<file path="src/rtl/dmem_port_arbiter.sv">
// Shares the data-memory port between the processor memory stage and a write-only
// peripheral. Peripheral writes are queued and drained into idle memory slots.
module dmem_port_arbiter #(
  parameter int DEPTH        = 4,
  parameter int STARVE_LIMIT = 8
) (
  input  logic                   clock,
  input  logic                   reset,
  input  logic                   cpu_req,
  input  logic                   cpu_wren,
  input  logic [31:0]            cpu_addr,
  input  logic [31:0]            cpu_data,
  output logic [31:0]            cpu_q,
  output logic                   cpu_stall,
  input  logic                   per_valid,
  input  logic [31:0]            per_addr,
  input  logic [31:0]            per_data,
  output logic                   per_ready,
  output logic [31:0]            address_dmem,
  output logic [31:0]            data,
  output logic                   wren,
  input  logic [31:0]            q_dmem,
  output logic [$clog2(DEPTH):0] fifo_count
);

  localparam int AW = $clog2(DEPTH);
  localparam int CW = AW + 1;
  localparam int SW = $clog2(STARVE_LIMIT + 1);

  typedef enum logic [1:0] {
    SLOT_IDLE,
    SLOT_CPU,
    SLOT_DRAIN
  } slot_t;

  logic [31:0]   fifo_addr [DEPTH];
  logic [31:0]   fifo_data [DEPTH];
  logic [AW-1:0] head;
  logic [AW-1:0] tail;
  logic [CW-1:0] count;
  logic [SW-1:0] starve_cnt;

  logic          has_data;
  logic          force_drain;
  logic          hit;
  logic          hazard;
  logic          push;
  logic          pop;
  logic [AW-1:0] offset;
  slot_t         slot;

  assign has_data    = (count != '0);
  assign per_ready   = (count != CW'(DEPTH));
  assign force_drain = (starve_cnt == SW'(STARVE_LIMIT)) && has_data;
  assign hazard      = cpu_req && !cpu_wren && hit;
  assign push        = per_valid && per_ready;
  assign pop         = (slot == SLOT_DRAIN);
  assign cpu_q       = q_dmem;
  assign fifo_count  = count;

  // An entry is live when its distance from the head is below the count.
  always_comb begin
    hit    = 1'b0;
    offset = '0;
    for (int i = 0; i < DEPTH; i++) begin
      offset = AW'(i) - head;
      if (({1'b0, offset} < count) && (fifo_addr[i] == cpu_addr)) begin
        hit = 1'b1;
      end
    end
  end

  always_comb begin
    slot      = SLOT_IDLE;
    cpu_stall = 1'b0;
    if (force_drain) begin
      slot      = SLOT_DRAIN;
      cpu_stall = cpu_req;
    end else if (hazard) begin
      slot      = SLOT_DRAIN;
      cpu_stall = 1'b1;
    end else if (cpu_req) begin
      slot = SLOT_CPU;
    end else if (has_data) begin
      slot = SLOT_DRAIN;
    end
  end

  always_comb begin
    address_dmem = cpu_addr;
    data         = cpu_data;
    wren         = 1'b0;
    case (slot)
      SLOT_CPU: wren = cpu_wren;
      SLOT_DRAIN: begin
        address_dmem = fifo_addr[head];
        data         = fifo_data[head];
        wren         = 1'b1;
      end
      default: wren = 1'b0;
    endcase
  end

  // Storage is not reset; the count alone decides which entries are live.
  always_ff @(posedge clock) begin
    if (push) begin
      fifo_addr[tail] <= per_addr;
      fifo_data[tail] <= per_data;
    end
  end

  always_ff @(posedge clock or negedge reset) begin
    if (!reset) begin
      head       <= '0;
      tail       <= '0;
      count      <= '0;
      starve_cnt <= '0;
    end else begin
      if (push) tail <= tail + AW'(1);
      if (pop)  head <= head + AW'(1);
      case ({push, pop})
        2'b10:   count <= count + CW'(1);
        2'b01:   count <= count - CW'(1);
        default: count <= count;
      endcase
      if (pop || !has_data) begin
        starve_cnt <= '0;
      end else if ((slot == SLOT_CPU) && (starve_cnt != SW'(STARVE_LIMIT))) begin
        starve_cnt <= starve_cnt + SW'(1);
      end
    end
  end

endmodule

</file>
<file path="config.mk">
export PLATFORM = sky130hd
export DESIGN_NAME = dmem_port_arbiter
export DESIGN_NICKNAME = d
export VERILOG_FILES = /design/src/rtl/dmem_port_arbiter.sv
export SDC_FILE = /design/constraint.sdc
export NUM_CORES = 1
export LEC_CHECK = 0
export CAP_MARGIN = 20
export CORE_MARGIN = 2
export CORE_UTILIZATION = 35
export DETAILED_ROUTE_END_ITERATION = 10
export GPL_TIMING_DRIVEN = 0
export MAX_ROUTING_LAYER = met4
export PLACE_DENSITY = 0.62
export SLEW_MARGIN = 20
export SYNTH_ARGS = -nofsm -noshare
export SYNTH_HDL_FRONTEND = slang
export SYNTH_SLANG_ARGS = --single-unit
export TNS_END_PERCENT = 50
</file>
<file path="constraint.sdc">
create_clock -name clock -period 6.85 [get_ports clock]
set_input_delay 1.37 -clock clock [delete_from_list [all_inputs] [get_ports clock]]
set_output_delay 1.37 -clock clock [all_outputs]
set_load 0.02 [all_outputs]
</file>
==> results of run 1 <==
==> kinds of logic after synthesis <==
group | after synthesis
xor+xnor | 138
mux | 128
fa+ha+maj | 14
simple gates | 71
flops | 267
compound gates | 15
buf+inv | 99
==> registers in the layout, summed over array words and instances, names as in the netlist <==
signal      cells
head            2
starve_cnt      4
fifo_addr     128
tail            2
fifo_count      3
fifo_data     128
==> cell usage in the layout, fill, tap and decap left out, types with 2 or more instances in the layout <==
cell             instances
inv_1                   11
nand2_1                  7
and3_4                   4
a21oi_1                  6
nor4_2                   9
o21ai_0                  3
clkinv_2                 4
and2_1                   2
xor2_1                 101
clkdlybuf4s50_1        202
nor2_1                   7
clkinv_1                 8
bufinv_16                4
nor4_1                  19
nand4_1                 13
nand3_1                  4
buf_1                    2
or2_2                    2
buf_4                   39
diode_2                  5
buf_12                   3
clkbuf_1                17
mux4_2                  64
dfrtp_1                 11
xnor2_1                 37
o211ai_1                 4
buf_2                   27
edfxtp_1               256
buf_6                   10
mux2_2                  64
clkbuf_16               30
ha_1                    13
==> metal layers <==
layer / up-vias / track usage (%) / part of all wire [%]
met5: - / - / 0
met4: 0 / 4.27 / 1.8
met3: 46 / 4.13 / 8.2
met2: 267 / 28.5 / 48
met1: 3558 / 22.8 / 42
li1: 3269 / - / -
==> power groups by stage <==
stage	Sequential, µW	Clock [µW]	Combinational [µW]
after global placement	2350	0	2050
after global routing	2310	1700	2220
after detailed placement	2320	0	2100
final	2280	1600	2060
after floorplan	2310	0	1300
after CTS	2280	1630	2110
==> area by class of cell <==
type / instances / area, µm²
clock inverter: 18 / 194
fill: 3098 / 19200
clock buffer: 38 / 781
antenna: 5 / 12.5
buffer: 88 / 587
multi-input combinational: 366 / 4140
tap: 461 / 577
sequential: 267 / 7960
timing repair buffer: 206 / 2110
inverter: 11 / 41.3
==> per-stage QoR <==
step	std cells	util [%]	hold WS (ns)	worst slack (ns)
after floorplan	732	-	0.505	1.67
after global placement	1395	42.9	0.533	0.0390
after detailed placement	1399	43.2	0.528	0.0903
after CTS	1455	45.9	0.543	0.158
after global routing	1460	46.0	0.579	0.00133
final	1460	46.0	0.538	0.257
==> final timing paths <==
path / from / endpoint / cells past startpoint / slack [ns]
worst max-delay path: head[0]$_DFFE_PN0N_ / data[13] / 17 / 0.26
worst min-delay path: fifo_count[1]$_DFFE_PN0P_ / fifo_count[1]$_DFFE_PN0P_ / 2 / 0.54
worst max register to register: head[0]$_DFFE_PN0N_ / head[1]$_DFFE_PN0N_ / 17 / 2.76
worst min register to register: fifo_count[1]$_DFFE_PN0P_ / fifo_count[1]$_DFFE_PN0P_ / 2 / 0.54
max in group asynchronous: reset / starve_cnt[0]$_DFFE_PN0P_ / 1 / 5.34
min in group asynchronous: reset / fifo_count[0]$_DFFE_PN0P_ / 1 / 1.15
==> worst min-delay path: cells and delay by family, from the launching register on <==
family	cells	cell delay, ns
compound gates	1	0.06
flops	1	0.39
simple gates	1	0.06
==> metrics.txt, run 1 <==
clk buf depth=3; CTS H-Tree Depth=1; maximum vdd ir drop=around 190 µV; setup TNS=0 ns; total CTS buffers=30; Period minus WS final=roughly 6.6 ns; Die H=194 µm; Synth area leaders=edfxtp_1, mux4_2, xor2_1, mux2_2, xnor2_1; flops & latches, synth=about 270; Synth Area in XOR/XNOR=about a tenth; Logic pwr share=34.7%; IO Port Bufs=between 200 and 250; Int Pwr=~4100 µW; Post-synth EDFFs=~260; detailed placement HPWL=approximately 23000 µm; CTS resizes=2; WP buf/inv=8; DR WL/cell=roughly 22 µm; Area growth syn-to-layout=29.2%; vias per cell=4.89; Tot Pwr=approximately 5900 µW; Post-synth ARST share=around 4.1%; sequential element share of the synthesized area=around 63%; worst-path maximum fanout=10; number of nets in the layout=between 1000 and 1500; largest family of logic cells by synthesized area=multiplexers; status=finished, final reports clean; CTS Sinks=roughly 270; width of the die=just under 200 µm; crit-path cells=buf_2, buf_6, buf_6, xnor2_1, inv_1, ha_1, a21oi_1, o211ai_1, nor4_2, o41ai_4, nand3_1, ha_1, clkbuf_1, buf_2, buf_2, mux2_2, clkdlybuf4s50_1; total number of vias=about 7100; Ports=267; Hold WC Path Type=flip-flop to flip-flop; clock-pin slew on the worst setup and hold paths=~0.06 ns; DR iter-0 viols=between 300 and 400; CP Capture Type=output pin; starting density of the core=between 30% and 40%; vias in the first global route=7586; Hold Violations, Final=0; slowest CP cell=clkdlybuf4s50_1; slew margin rel.=41.8%; clock share of power=26.9%; Avg Cell Area, Syn=between 15 and 20 µm²; Post-CTS Setup Inserts=0; CP Class=flip-flop to output pin; post-route DRC violation count=0; compound-cell area share of the yosys netlist=less than 1%; YS warnings=0; multiplexer share of the synthesized area=between 15 and 20%; max_cap viols=0; largest net degree at the start of global routing=37; Final ANT Viol Nets=0; core area=between 30000 and 40000 µm²; clk_skew=0.0315 ns; worst skew pair latency=between 0.5 and 0.6 ns; RSZ-0062 raised after global routing=no; power density cells=between 300 and 400 nW/µm²; period utilisation layout=between 90% and 100%; Final Max Slew Viols=0; sequential group share of total power=a little under two fifths; gpl congestion=0.842; FMAX=~150 MHz; setup violators final=0; cell area after layout=~16000 µm²; count of different cell masters after synthesis=31; Leak=between 0.005 and 0.006 µW; layout cells sized above 1=about a quarter; Post-Syn Area=between 10000 and 15000 µm²; CTS Hold Buffers Added=0; drt total wl=between 30000 and 40000 µm; most frequent cells after synthesis=edfxtp_1, xor2_1, mux2_2, mux4_2, buf_4; sw frac=between 30% and 40%; die area=between 30000 and 40000 µm²; post-synthesis simple-gate area fraction=under 10%; cells after synthesis=~730; adder-cell share of the synthesized area=1.44%; Critical Path RT=between 5 and 6 ns; CTS tree=yes; Cell Area, Placed=roughly 15000 µm²; first-pass GRT wire length=~48000 µm; most common cell in the netlist=edfxtp_1; Worst-Margin Slew=0.873 ns; GRT overflow=0; delay-heaviest family, CP=buffers and inverters; Switching Power=between 1500 and 2000 µW; critical path launch point type=flip-flop; Max stage delay on crit path=between 0.5 and 0.6 ns; drt first pass iters=4; top cell type's share of synthesized area=between 60% and 70%; Most Frequent Cell on Critical Path=buf_2; Post-synth top flop=edfxtp_1; GRT Total Usage=17.7%; Post-Syn Nets=911; clock root buffer=clkbuf_16; initial antenna violation count=5; Placement Rows=69; CP arrival=around 5.2 ns; leading area contributor after synthesis=edfxtp_1
No activity file was read; power rests on OpenSTA's default activity.
==> inputs of run 2 (changes only) <==
Settings changed: CAP_MARGIN 20 to not set, PLACE_DENSITY 0.62 to not set, PLACE_DENSITY_LB_ADDON set to 0.25.
==> run 2 against run 1 <==
  * Maximum frequency down 0.36%
  * Non-clock buffer count grew 1
  * Final cell count rose by 0.21%
  * Sequential power about the same
  * Final area up 0.52%
  * Clock-buffer cell count unchanged
  * Highest routed layer unchanged
  * Clock skew fell by 0.012 ns
==> metrics.txt, run 2 (synthesis gave the netlist of run 1 again) <==
status=finished, final reports clean; WP buf/inv=4; CTS resizes=2; CTS H-Tree Depth=2; DR iter-0 viols=between 400 and 500; Max stage delay on crit path=about 0.70 ns; clock-pin slew on the worst setup and hold paths=roughly 0.05 ns; DR WL/cell=between 20 and 25 µm; hold path cells=2; setup TNS=0 ns; core area=between 30000 and 40000 µm²; clk_skew=around 0.019 ns; worst skew pair latency=~0.52 ns; die area=around 38000 µm²; layout cells sized above 1=between 20 and 30%; Hold WC Path Type=flip-flop to flip-flop; delay-heaviest family, CP=buffers and inverters; detailed placement HPWL=between 20000 and 25000 µm; starting density of the core=a little over a third; drt total wl=between 30000 and 40000 µm; Area growth syn-to-layout=29.9%; Worst-Margin Slew=~0.88 ns; max_cap viols=0; Period minus WS final=approximately 6.6 ns; slowest CP cell=clkbuf_1; critical path launch point type=input pin; largest net degree at the start of global routing=41; vias in the first global route=7714; RSZ-0062 raised after global routing=no; Leak=0.00563 µW; CTS tree=yes; initial antenna violation count=4; IO Port Bufs=202; Largest regs=fifo_addr x128, fifo_data x128, starve_cnt x4; post-route DRC violation count=0; most frequent cells in the layout=edfxtp_1, clkdlybuf4s50_1, xor2_1; Final ANT Viol Nets=0; setup violators final=0; CP arrival=about 5.3 ns; Final Max Slew Viols=0; FF-to-FF path depth=17; total number of vias=7254; crit-path cells=buf_4, xor2_1, nor4_2, nand4_1, nor4_2, o41ai_4, nand3_1, ha_1, clkbuf_1, clkbuf_1, mux2_2, clkdlybuf4s50_1; Ports=approximately 270; cell area after layout=between 15000 and 20000 µm²; hold_ws=between 0.5 and 0.6 ns; first-pass GRT wire length=around 50000 µm; clk buf depth=3; total CTS buffers=34; width of the die=194 µm; Crit. path cell count=12; drt first pass iters=6; most common cell after layout, fill and taps aside=edfxtp_1; GRT overflow=0; gpl congestion=between 0.8 and 0.9; number of nets in the layout=between 1000 and 1500; Cell Area, Placed=15400 µm²; CTS Hold Buffers Added=0; worst-path maximum fanout=10; Post-CTS Setup Inserts=0; Critical Path RT=approximately 5.5 ns; Tot Pwr=6030 µW; CP Capture Type=output pin; GRT Total Usage=a little under a fifth; Die H=194 µm; CTS Sinks=roughly 270; FMAX=approximately 150 MHz; clock root buffer=clkbuf_16; vias per cell=around 5.0; maximum vdd ir drop=179 µV; slew margin rel.=41.1%; period utilisation layout=a little over nine tenths; power density cells=about 370 nW/µm²; Placement Rows=69; CP Class=input pin to output pin; Hold Violations, Final=0
run 2: cell types whose count changed in the layout (fill, tap and decap cells not counted), sizes merged:
cell / change
diode: -1
clkbuf: +2
inv: +3
bufinv: -2
buf: -1
clkinvlp: -1
clkinv: +3
run 2: final cells by class:
type,count,area (µm²)
diodes,4,10.0
plain buffers,88,589
clock buffers,38,866
clock inverters,21,166
fillers,3124,19200
inverters,11,41.3
multi-input cells,366,4140
flip-flops and latches,267,7960
well taps,461,577
repair buffers,207,2140
run 2: per-stage QoR:
step / setup slack, ns / cells / utilization (%)
3_3_place_gp: -0.107 / 1395 / 42.9
3_5_place_dp: -0.0473 / 1400 / 43.3
5_1_grt: 0.0396 / 1463 / 46.3
2_1_floorplan: 1.67 / 732 / -
4_1_cts: 0.131 / 1459 / 46.2
6_report: 0.233 / 1463 / 46.3
run 2: final timing paths:
| check | slack (ns) | start | to |
|---|---|---|---|
| worst max-delay path | 0.23 | cpu_addr[22] | address_dmem[9] |
| worst min-delay path | 0.55 | fifo_count[1]$_DFFE_PN0P_ | fifo_count[1]$_DFFE_PN0P_ |
| worst max register to register | 2.75 | head[0]$_DFFE_PN0N_ | head[1]$_DFFE_PN0N_ |
| worst min register to register | 0.55 | fifo_count[1]$_DFFE_PN0P_ | fifo_count[1]$_DFFE_PN0P_ |
| max in group asynchronous | 5.26 | reset | head[0]$_DFFE_PN0N_ |
| min in group asynchronous | 1.23 | reset | starve_cnt[2]$_DFFE_PN0P_ |
run 2: layer usage:
layer	wire, µm	track usage [%]
met1	14100	23.0
met2	16100	29.5
met3	2270	4.01
met4	608	4.33
met5	0	-
run 2: power breakdown:
group	leakage (µW)	total [µW]	internal [µW]	switching (µW)
Combinational	0.00264	2090	991	1100
Clock	0.000503	1650	985	669
Sequential	0.00248	2290	2160	128
Total	0.00563	6030	4130	1900
run 2: tightest hold or removal path, delay by kind of cell (launching register included):
kind,cells,cell delay [ns]
DFF,1,0.39
and+or+nand+nor,1,0.06
AOI/OAI and AO/OA,1,0.06
